### src/rtl/operand_collector.sv
// operand_collector
//   Gathers up to DEPTH values of WIDTH bits offered one per cycle with
//   putFlag, then publishes the whole batch when putFlag drops. The published
//   batch is held until the consumer acknowledges it. Values offered while
//   the batch is full, or while a published batch is unacknowledged, are
//   dropped and flagged on the sticky overflow output.
//
// Ports
//   clk       : clock, all state changes on the rising edge
//   reset     : synchronous active-high reset
//   putFlag   : a value is offered this cycle
//   value     : offered data (WIDTH bits)
//   out_ack   : consumer acknowledge of the published batch
//   ready     : combinational, an offer this cycle will be accepted
//   out_data  : published slots, slot i at [i*WIDTH +: WIDTH]
//   out_valid : bit i set when published slot i holds data
//   out_count : number of valid published slots
//   done      : published batch awaiting out_ack
//   overflow  : sticky, at least one offered value was dropped
module operand_collector #(
    parameter int WIDTH = 8,
    parameter int DEPTH = 4,
    parameter int CW    = $clog2(DEPTH + 1)
) (
    input  logic                   clk,
    input  logic                   reset,
    input  logic                   putFlag,
    input  logic [WIDTH-1:0]       value,
    input  logic                   out_ack,
    output logic                   ready,
    output logic [DEPTH*WIDTH-1:0] out_data,
    output logic [DEPTH-1:0]       out_valid,
    output logic [CW-1:0]          out_count,
    output logic                   done,
    output logic                   overflow
);

    typedef enum logic [1:0] {
        ST_IDLE    = 2'd0,
        ST_COLLECT = 2'd1,
        ST_HOLD    = 2'd2
    } state_t;

    state_t                 r_state;
    state_t                 w_state_nxt;
    logic [DEPTH*WIDTH-1:0] r_slots;
    logic [CW-1:0]          r_count;
    logic [DEPTH*WIDTH-1:0] r_out_data;
    logic [DEPTH-1:0]       r_out_valid;
    logic [CW-1:0]          r_out_count;
    logic                   r_done;
    logic                   r_overflow;

    logic                   w_full;
    logic                   w_ready;
    logic                   w_start;    // value goes to slot 0, new batch
    logic                   w_append;   // value goes to slot[count]
    logic                   w_publish;
    logic                   w_ack;
    logic                   w_drop;
    logic [DEPTH-1:0]       w_valid_mask;

    assign w_full = (r_count >= CW'(DEPTH));

    // Thermometer mask of the slots currently filled, i.e. (1<<count)-1.
    always_comb begin
        w_valid_mask = {DEPTH{1'b0}};
        for (int i = 0; i < DEPTH; i++) begin
            w_valid_mask[i] = (CW'(i) < r_count);
        end
    end

    // Next-state decode and per-cycle action strobes.
    always_comb begin
        w_state_nxt = r_state;
        w_ready     = 1'b0;
        w_start     = 1'b0;
        w_append    = 1'b0;
        w_publish   = 1'b0;
        w_ack       = 1'b0;
        w_drop      = 1'b0;
        case (r_state)
            ST_IDLE: begin
                w_ready = 1'b1;
                if (putFlag) begin
                    w_start     = 1'b1;
                    w_state_nxt = ST_COLLECT;
                end else begin
                    w_state_nxt = ST_IDLE;
                end
            end
            ST_COLLECT: begin
                w_ready = ~w_full;
                if (putFlag) begin
                    if (w_full) begin
                        w_drop = 1'b1;
                    end else begin
                        w_append = 1'b1;
                    end
                end else begin
                    w_publish   = 1'b1;
                    w_state_nxt = ST_HOLD;
                end
            end
            ST_HOLD: begin
                w_ready = out_ack;
                if (out_ack) begin
                    w_ack = 1'b1;
                    if (putFlag) begin
                        w_start     = 1'b1;
                        w_state_nxt = ST_COLLECT;
                    end else begin
                        w_state_nxt = ST_IDLE;
                    end
                end else begin
                    w_drop = putFlag;
                end
            end
            default: begin
                w_state_nxt = ST_IDLE;
            end
        endcase
    end

    // State, collection slots and published outputs.
    always_ff @(posedge clk) begin
        if (reset) begin
            r_state     <= ST_IDLE;
            r_slots     <= {(DEPTH*WIDTH){1'b0}};
            r_count     <= {CW{1'b0}};
            r_out_data  <= {(DEPTH*WIDTH){1'b0}};
            r_out_valid <= {DEPTH{1'b0}};
            r_out_count <= {CW{1'b0}};
            r_done      <= 1'b0;
            r_overflow  <= 1'b0;
        end else begin
            r_state <= w_state_nxt;
            // Slots above slot 0 are already zero whenever a batch starts,
            // because they are cleared at every publish and at reset.
            if (w_start) begin
                r_slots[WIDTH-1:0] <= value;
                r_count            <= CW'(1);
            end else if (w_append) begin
                for (int i = 0; i < DEPTH; i++) begin
                    if (r_count == CW'(i)) begin
                        r_slots[i*WIDTH +: WIDTH] <= value;
                    end
                end
                r_count <= r_count + CW'(1);
            end else if (w_publish) begin
                r_out_data  <= r_slots;
                r_out_valid <= w_valid_mask;
                r_out_count <= r_count;
                r_done      <= 1'b1;
                r_slots     <= {(DEPTH*WIDTH){1'b0}};
                r_count     <= {CW{1'b0}};
            end
            // out_data deliberately keeps the last batch after acknowledge.
            if (w_ack) begin
                r_done      <= 1'b0;
                r_out_valid <= {DEPTH{1'b0}};
                r_out_count <= {CW{1'b0}};
            end
            if (w_drop) begin
                r_overflow <= 1'b1;
            end else if (w_ack) begin
                r_overflow <= 1'b0;
            end
        end
    end

    assign ready     = w_ready;
    assign out_data  = r_out_data;
    assign out_valid = r_out_valid;
    assign out_count = r_out_count;
    assign done      = r_done;
    assign overflow  = r_overflow;

endmodule

### config.mk
export PLATFORM = sky130hd
export DESIGN_NAME = operand_collector
export DESIGN_NICKNAME = d
export VERILOG_FILES = /design/src/rtl/operand_collector.sv
export SDC_FILE = /design/constraint.sdc
export NUM_CORES = 1
export LEC_CHECK = 0
export CORE_AREA = 2 2 80 82
export DETAILED_ROUTE_END_ITERATION = 12
export DIE_AREA = 0 0 82 84
export GPL_TIMING_DRIVEN = 0
export PLACE_DENSITY = 0.77
export SLEW_MARGIN = 20
export SYNTH_ARGS = -nofsm -noshare
export SYNTH_HDL_FRONTEND = slang
export SYNTH_SLANG_ARGS = --single-unit
### constraint.sdc
create_clock -name clk -period 2.91 [get_ports clk]
set_input_delay 0.291 -clock clk [delete_from_list [all_inputs] [get_ports clk]]
set_output_delay 0.291 -clock clk [all_outputs]
set_load 0.02 [all_outputs]
Word-level counts from Yosys, hierarchy flattened
Cells that the tools add are included.

Flip-flop bits (word level): 78. Input port bits: 12. Output and inout port bits: 42. Logic and storage cells: 76.

$add $sub $neg: 1. Magnitude comparators: 5. Equal/unequal tests: 11. Multiplexer cells: 31. Bitwise operators: 3. Reduce and logical (&&, ||, !) cells: 13.

Operator list (number): $mux 32 (2); $mux 8 (5); $mux 1 (16); $reduce_and 3->1 (4); $eq 3x2->1 const B (2); $lt 1x3->1 const A (2); $lt 2x3->1 const A (2); $mux 3 (2); $ne 2x1->1 const B (3); $pmux 2 s3 (1); $mux 2 (2); $ne 2x2->1 const B (2); $pmux 1 s2 (2); $reduce_and 2->1 (2); $reduce_bool 2->1 (2); $reduce_or 2->1 (2); $add 3x1->3 const B (1); $eq 3x1->1 const B (1); $ge 3x3->1 const B (1); $logic_not 3->1 (1); $ne 3x2->1 const B (1); $not 1->1 (3); $pmux 1 s3 (1); $reduce_bool 3->1 (1); 3 further kinds (3).

Logic depth before layout (Yosys ltp)
Gate-level depths: netlist of the first run.

Depth in word-level cells: 6. Depth in mapped cells: 8. Gate-level depth less buffers: 5.

Worst setup path after synthesis of the first run
OpenSTA, ideal clock, no wires.

Kind: register -> register. Start point: reg r_state[0]. End point: reg r_slots[24]. Library setup time: 0.072 ns. Data arrival time: 1.679 ns. Required time: 2.838 ns. Path slack: 1.159 ns. Stages on the path, launching flop included: 6. Buffers on the path: 0. Period minus slack after synthesis: 1.751 ns. Cell sequence: dfxtp_1 -> inv_1 -> ha_1 -> a21o_1 -> o41ai_4 -> mux2i_1.

Word-level cells in the longest chain between the ends: 4. Elaborated cells between the ends (all ways): 11. Classes of those cells: eq/ne (3); mux (4); bitwise (1); reduce/logical (3).

RTL lines: start: declaration (line 44) `state_t r_state;`; start signal: assignment (line 137) `r_state <= w_state_nxt;`; $eq 2x1->1, or another cell as far along (line 82) `case (r_state)`; $mux 1 or $pmux 1 s2 (tied branches) (line 82); $ne 2x1->1 (no line), or another cell as far along; $reduce_and 3->1 (no line); end signal: assignment (line 129) `r_slots <= {(DEPTH*WIDTH){1'b0}};`; end signal: indexed assignment (line 141) `r_slots[WIDTH-1:0] <= value;`; end signal: indexed assignment (line 146) `r_slots[i*WIDTH +: WIDTH] <= value;`; end: declaration (line 46) `logic [DEPTH*WIDTH-1:0] r_slots;`.

Several ways; a longest one is shown, not always the timed one. A chain may end at the register's enable or synchronous reset.

Worst setup path in the final report of the first run
Start point: reg r_state[0]. End point: out ready.

Word-level cells in the longest chain between the ends: 2. Elaborated cells between the ends (all ways): 4. Classes of those cells: eq/ne (2); mux (1); reduce/logical (1).

RTL lines: $eq 2x2->1, or another cell as far along (line 82); $pmux 1 s3 * (line 82); end: declaration (line 30) `output logic ready,`.

Every way passes the cells marked *; elsewhere a longest branch is shown, timed or not.

==> impl_metrics.yaml, run 1 <==
outcome:
  status: "finished, final reports clean"
cts:
  clkLatencyLatePin_ps: 350
  cts_sinks: 77
  cts_buffers: 9
  post-cts-setup-buffers: 0
  htreeDepth: 3
  tritoncts: "done"
  cts_hold_buf: 0
  clk_path_buf_depth: 2
  cts.clk_slew.worst_paths_ps: 80
  post_cts_resized: 0
  cts-root-buf: "clkbuf_8"
drt:
  wire_per_inst_um: 14.5
  routed_wl_um: 7200
  via_per_inst: 5.27
  drc: 0
  via_count: 2612
  drt_iter0_drc: 176
  dr.pass1.iters: 4
  ant_nets: 0
synthesis:
  yosys.area.top_type: "dfxtp_1"
  yosys.area.top_type_share_pct: 51.1
  ys.flop_type: "dfxtp_1"
  syn_inst: 350
  syn-cell-area_um2: 3020
  yosysMostFrequentCell: "nand2_1"
  ys_types: 34
  ys_ff_latch: 77
  syn_avg_cell_area_um2: 8.63
  synth_warnings: 0
  seq_area_frac_synth_pct: 51.1
  synth_common_cells: "nand2_1 (106), dfxtp_1 (77), a21oi_1 (44), mux2i_1 (24)"
  synth_area_leaders: "dfxtp_1 (51%), nand2_1 (13%), mux2i_1 (8.0%)"
  synth_nets: 369
  synthArstFlopShare_pct: 0
  synth_edf_count: 0
grt:
  grt_pass1_wl_um: 11700
  grt_pass1_vias: 2392
  grt_start_max_net_pins: 13
  antenna_found_initial: 0
  grt_use_total_pct: 22.4
  grt_overflow: 0
critical_path:
  endpoint: "ready"
  crit_arrival_ps: 2020
  r2r_cells: 7
  r2r_slack_ps: 840
  reg2reg_to: "r_slots[26]"
  cp_top_family: "buffers and inverters"
  critPathKind: "flop to output pin"
  path_cells: "inv_1, ha_1, a21oi_1, a21oi_1, clkdlybuf4s50_1"
  cpMostUsedCell: "a21oi_1"
  crit_buf_inv: 2
  cp.required_ps: 2620
  cp_slowest_cell: "clkdlybuf4s50_1"
  reg2reg_from: "r_state[1]"
  end_kind: "output pin"
  startpoint: "r_state[0]"
  path_depth: 5
  cp-start-kind: "flop"
  max_stage_delay_ps: 550
  path_max_fanout: 6
min_path:
  hp-class: "flop to flop"
timing:
  setup_tns_ps: 0
  hold_viol: 0
  setup_viol: 0
  post-route-period-util_pct: 79.3
  worst_pin_slew_ps: 744
  fmaxAchievable_mhz: 433
  period_minus_slack_ps: 2310
  timing.final.max_slew_violations: 0
  grt_setup_unrepaired: "no"
  slew_headroom_pct: 50.2
  skew_ps: 4.48
power:
  power_density_nw_per_um2: 573
  p_leak_nw: 1.48
  fin_total_pwr_mw: 2.23
  ir_drop_v: 0.000324
floorplan:
  die_x_um: 82
  die-area_um2: 6890
  start_util_pct: 49.5
  ios: 54
  fp.dieH_um: 84
  core_um2: 6100
  rows: 29
layout:
  seq_area_um2: 1540
  fillers: 548
  multiInputGateArea_um2: 1350
  nets: 433
  areaGrowthSynthToFinish_pct: 28.7
  antenna_cells: 0
  drive_gt1_share_pct: 5.97
place:
  dp_hpwl_um: 5160
  gp_congestion: 0.899
  portBuffers: 53
run:
  max-cap-violations: 0
[flip-flops by register name (all words and copies together), names as in the netlist]
signal	cells
out_count	2
done	1
out_data	32
out_valid	4
overflow	1
r_state	2
r_slots	32
r_count	3
[stage by stage]
step | area (µm²) | worst slack [ps] | hold WS (ps) | cells | utilization, %
after global routing | 3890 | 509 | 477 | 496 | 63.8
final | 3890 | 602 | 457 | 496 | 63.8
after CTS | 3890 | 608 | 460 | 496 | 63.8
after detailed placement | 3650 | 737 | 447 | 480 | 59.8
after floorplan | 3020 | 1160 | 432 | 350 | -
after global placement | 3650 | 790 | 442 | 480 | 59.8
[area by class of cell]
class,instances,share of cell area (%)
multi-input combinational,242,34.7
inverter,5,0.483
clock inverter,4,2.45
clock buffer,12,3.73
tap,77,2.48
timing repair buffer,53,13.7
sequential,77,39.7
buffer,26,2.83
[power breakdown]
part	switching, mW	internal (mW)
clock	0.375	0.593
sequential	0.0131	1.07
combinational	0.111	0.0644
[worst min-delay path, delay by kind of cell, from the launching register on]
kind / cells / cell delay (ps)
simple gates: 1 / 50
compound gates: 1 / 50
flops: 1 / 310
[metal layers]
| metal | vias to the layer above | wire length, µm | GRT usage (%) |
|---|---|---|---|
| met5 | - | 0 | 0 |
| met4 | 0 | 123 | 7.73 |
| met3 | 16 | 403 | 5.41 |
| met2 | 67 | 3340 | 33.8 |
| met1 | 1219 | 3340 | 31.2 |
| li1 | 1310 | - | - |
[logic make-up (layout without fill, tap and decap cells)]
kind of cell / after synthesis / count (layout) / synth area share, %
buffers and inverters: 31 / 100 / 4.27
DFF: 77 / 77 / 51.1
muxes: 24 / 24 / 7.96
and+or+nand+nor: 144 / 144 / 20.2
adders and majority gates: 7 / 7 / 2.90
AOI/OAI and AO/OA: 67 / 67 / 13.6
[cells in the final DEF, fill, tap and decap left out, types with 7 or more instances in the layout]
cell type,n
a21oi_1,44
clkbuf_1,20
nand3_1,18
mux2i_1,24
clkbuf_8,10
clkdlybuf4s50_1,53
ha_1,7
buf_2,7
dfxtp_1,77
nand2_1,106
o32ai_1,8
[worst min-delay path by stage]
stage / startpoint / to / slack (ps) / cells past startpoint
2_1_floorplan: r_slots[10] / out_data[10] / 430 / 2
3_3_place_gp: r_slots[16] / out_data[16] / 440 / 2
3_5_place_dp: r_slots[22] / out_data[22] / 450 / 2
4_1_cts: r_slots[25] / out_data[25] / 460 / 2
5_1_grt: out_data[11] / out_data[11] / 480 / 2
6_report: out_data[4] / out_data[4] / 460 / 2
Note: power is estimated with default switching activity, not from simulation.
==> run 2: changes to the inputs <==
==> constraint.sdc (replaced) <==
create_clock -name clk -period 2.25 [get_ports clk]
set_input_delay 0.225 -clock clk [delete_from_list [all_inputs] [get_ports clk]]
set_output_delay 0.225 -clock clk [all_outputs]
set_load 0.02 [all_outputs]
==> impl_metrics.yaml, run 2 (synthesized netlist as in run 1, its figures left out) <==
outcome:
  status: "finished, final reports clean"
grt:
  grt_pass1_wl_um: 11700
  antenna_found_initial: 0
  grt_use_met3_pct: 5.41
  grt_start_max_net_pins: 13
  busiest_layer: "met2"
  grt_overflow: 0
  use_met2_pct: 33.8
  grt_pass1_vias: 2392
  met1_usage_pct: 31.2
  grt_use_total_pct: 22.4
layout:
  areaGrowthSynthToFinish_pct: 29.0
  nets: 433
  mostFrequentLayoutCell: "nand2_1"
  layout_common_cells: "nand2_1 (106), dfxtp_1 (77), clkdlybuf4s50_1 (53)"
  antenna_cells: 0
  fin_util_pct: 63.9
  drive_gt1_share_pct: 6.68
drt:
  wire_per_inst_um: 14.6
  dr.pass1.iters: 5
  via_count: 2652
  routed_wl_um: 7260
  drt_iter0_drc: 154
  via_per_inst: 5.35
  ant_nets: 0
  drc: 0
timing:
  setup_viol: 0
  hold_viol: 0
  fmaxAchievable_mhz: 475
  worst_pin_slew_ps: 758
  skew_ps: 5.73
  slew_headroom_pct: 49.3
  post-route-period-util_pct: 93.5
  period_minus_slack_ps: 2100
  grt_setup_unrepaired: "no"
  setup_tns_ps: 0
  timing.final.max_slew_violations: 0
place:
  gp_congestion: 0.899
  dp_hpwl_um: 5160
  portBuffers: 53
floorplan:
  die-area_um2: 6890
  die_x_um: 82
  start_util_pct: 49.5
  core_um2: 6100
  fp.dieH_um: 84
  rows: 29
  ios: 54
cts:
  clk_path_buf_depth: 2
  htreeDepth: 3
  cts_sinks: 77
  cts_buffers: 9
  tritoncts: "done"
  post-cts-setup-buffers: 0
  cts.clk_slew.worst_paths_ps: 80
  cts-root-buf: "clkbuf_8"
  clkLatencyLatePin_ps: 350
critical_path:
  end_kind: "output pin"
  r2r_slack_ps: 230
  crit_arrival_ps: 1880
  path_max_fanout: 6
  cp.required_ps: 2030
  reg2reg_from: "r_state[1]"
  cp-start-kind: "flop"
  critPathKind: "flop to output pin"
  startpoint: "r_state[0]"
power:
  ir_drop_v: 0.000420
  p_leak_nw: 1.48
  power_density_nw_per_um2: 741
min_path:
  min_from: "out_data[4]"
  hp-class: "flop to flop"
run:
  max-cap-violations: 0
## run 2: cell counts in the layout (fill, tap and decap cells not counted)
No cell type changed its count.
## run 2: metal layers
layer  share of wire (%)  up-vias
li1                    -     1312
met1                  46     1240
met2                  47       89
met3                 6.2       11
met4                 1.4        0
met5                   0        -
## run 2: layout make-up
type	instances	area, µm²
inverter	5	18.8
clock inverter	4	95.1
clock buffer	12	145
timing repair buffer	53	531
buffer	26	111
tap	77	96.3
sequential	77	1540
fill	549	2200
multi-input combinational	242	1360
## run 2: critical path: stages (launching register included)
cell and delay [ps]:
dfxtp_1 340, inv_1 110, ha_2 240, a21oi_2 90, a21oi_1 130, clkdlybuf4s50_1 610
## run 2: path summary, 6_finish.rpt
path                      end  depth (start not counted)
hold / removal    out_data[4]                          2
setup reg to reg  r_slots[16]                          8
hold reg to reg   out_data[4]                          2
setup / recovery        ready                          5
## run 2: power breakdown
group	internal (mW)	switching [mW]	leakage, nW
Clock	0.767	0.487	0.121
Combinational	0.0841	0.145	0.736
Sequential	1.39	0.0170	0.622
## run 2: timing repair
item	in CTS	in global routing
hold buffers	0	0
endpoints found under the setup margin	0	2
gates resized for setup	0	4
## run 2: metrics by stage
| step | std cells | total power, mW | hold slack [ps] | setup slack [ps] | cell area (µm²) |
|---|---|---|---|---|---|
| 2_1_floorplan | 350 | 1.57 | 377 | 499 | 3020 |
| 3_3_place_gp | 480 | 1.66 | 442 | 196 | 3650 |
| 3_5_place_dp | 480 | 1.66 | 447 | 143 | 3650 |
| 4_1_cts | 496 | 2.89 | 460 | 13.7 | 3890 |
| 5_1_grt | 496 | 2.97 | 477 | 40.2 | 3890 |
| 6_report | 496 | 2.89 | 457 | 146 | 3890 |
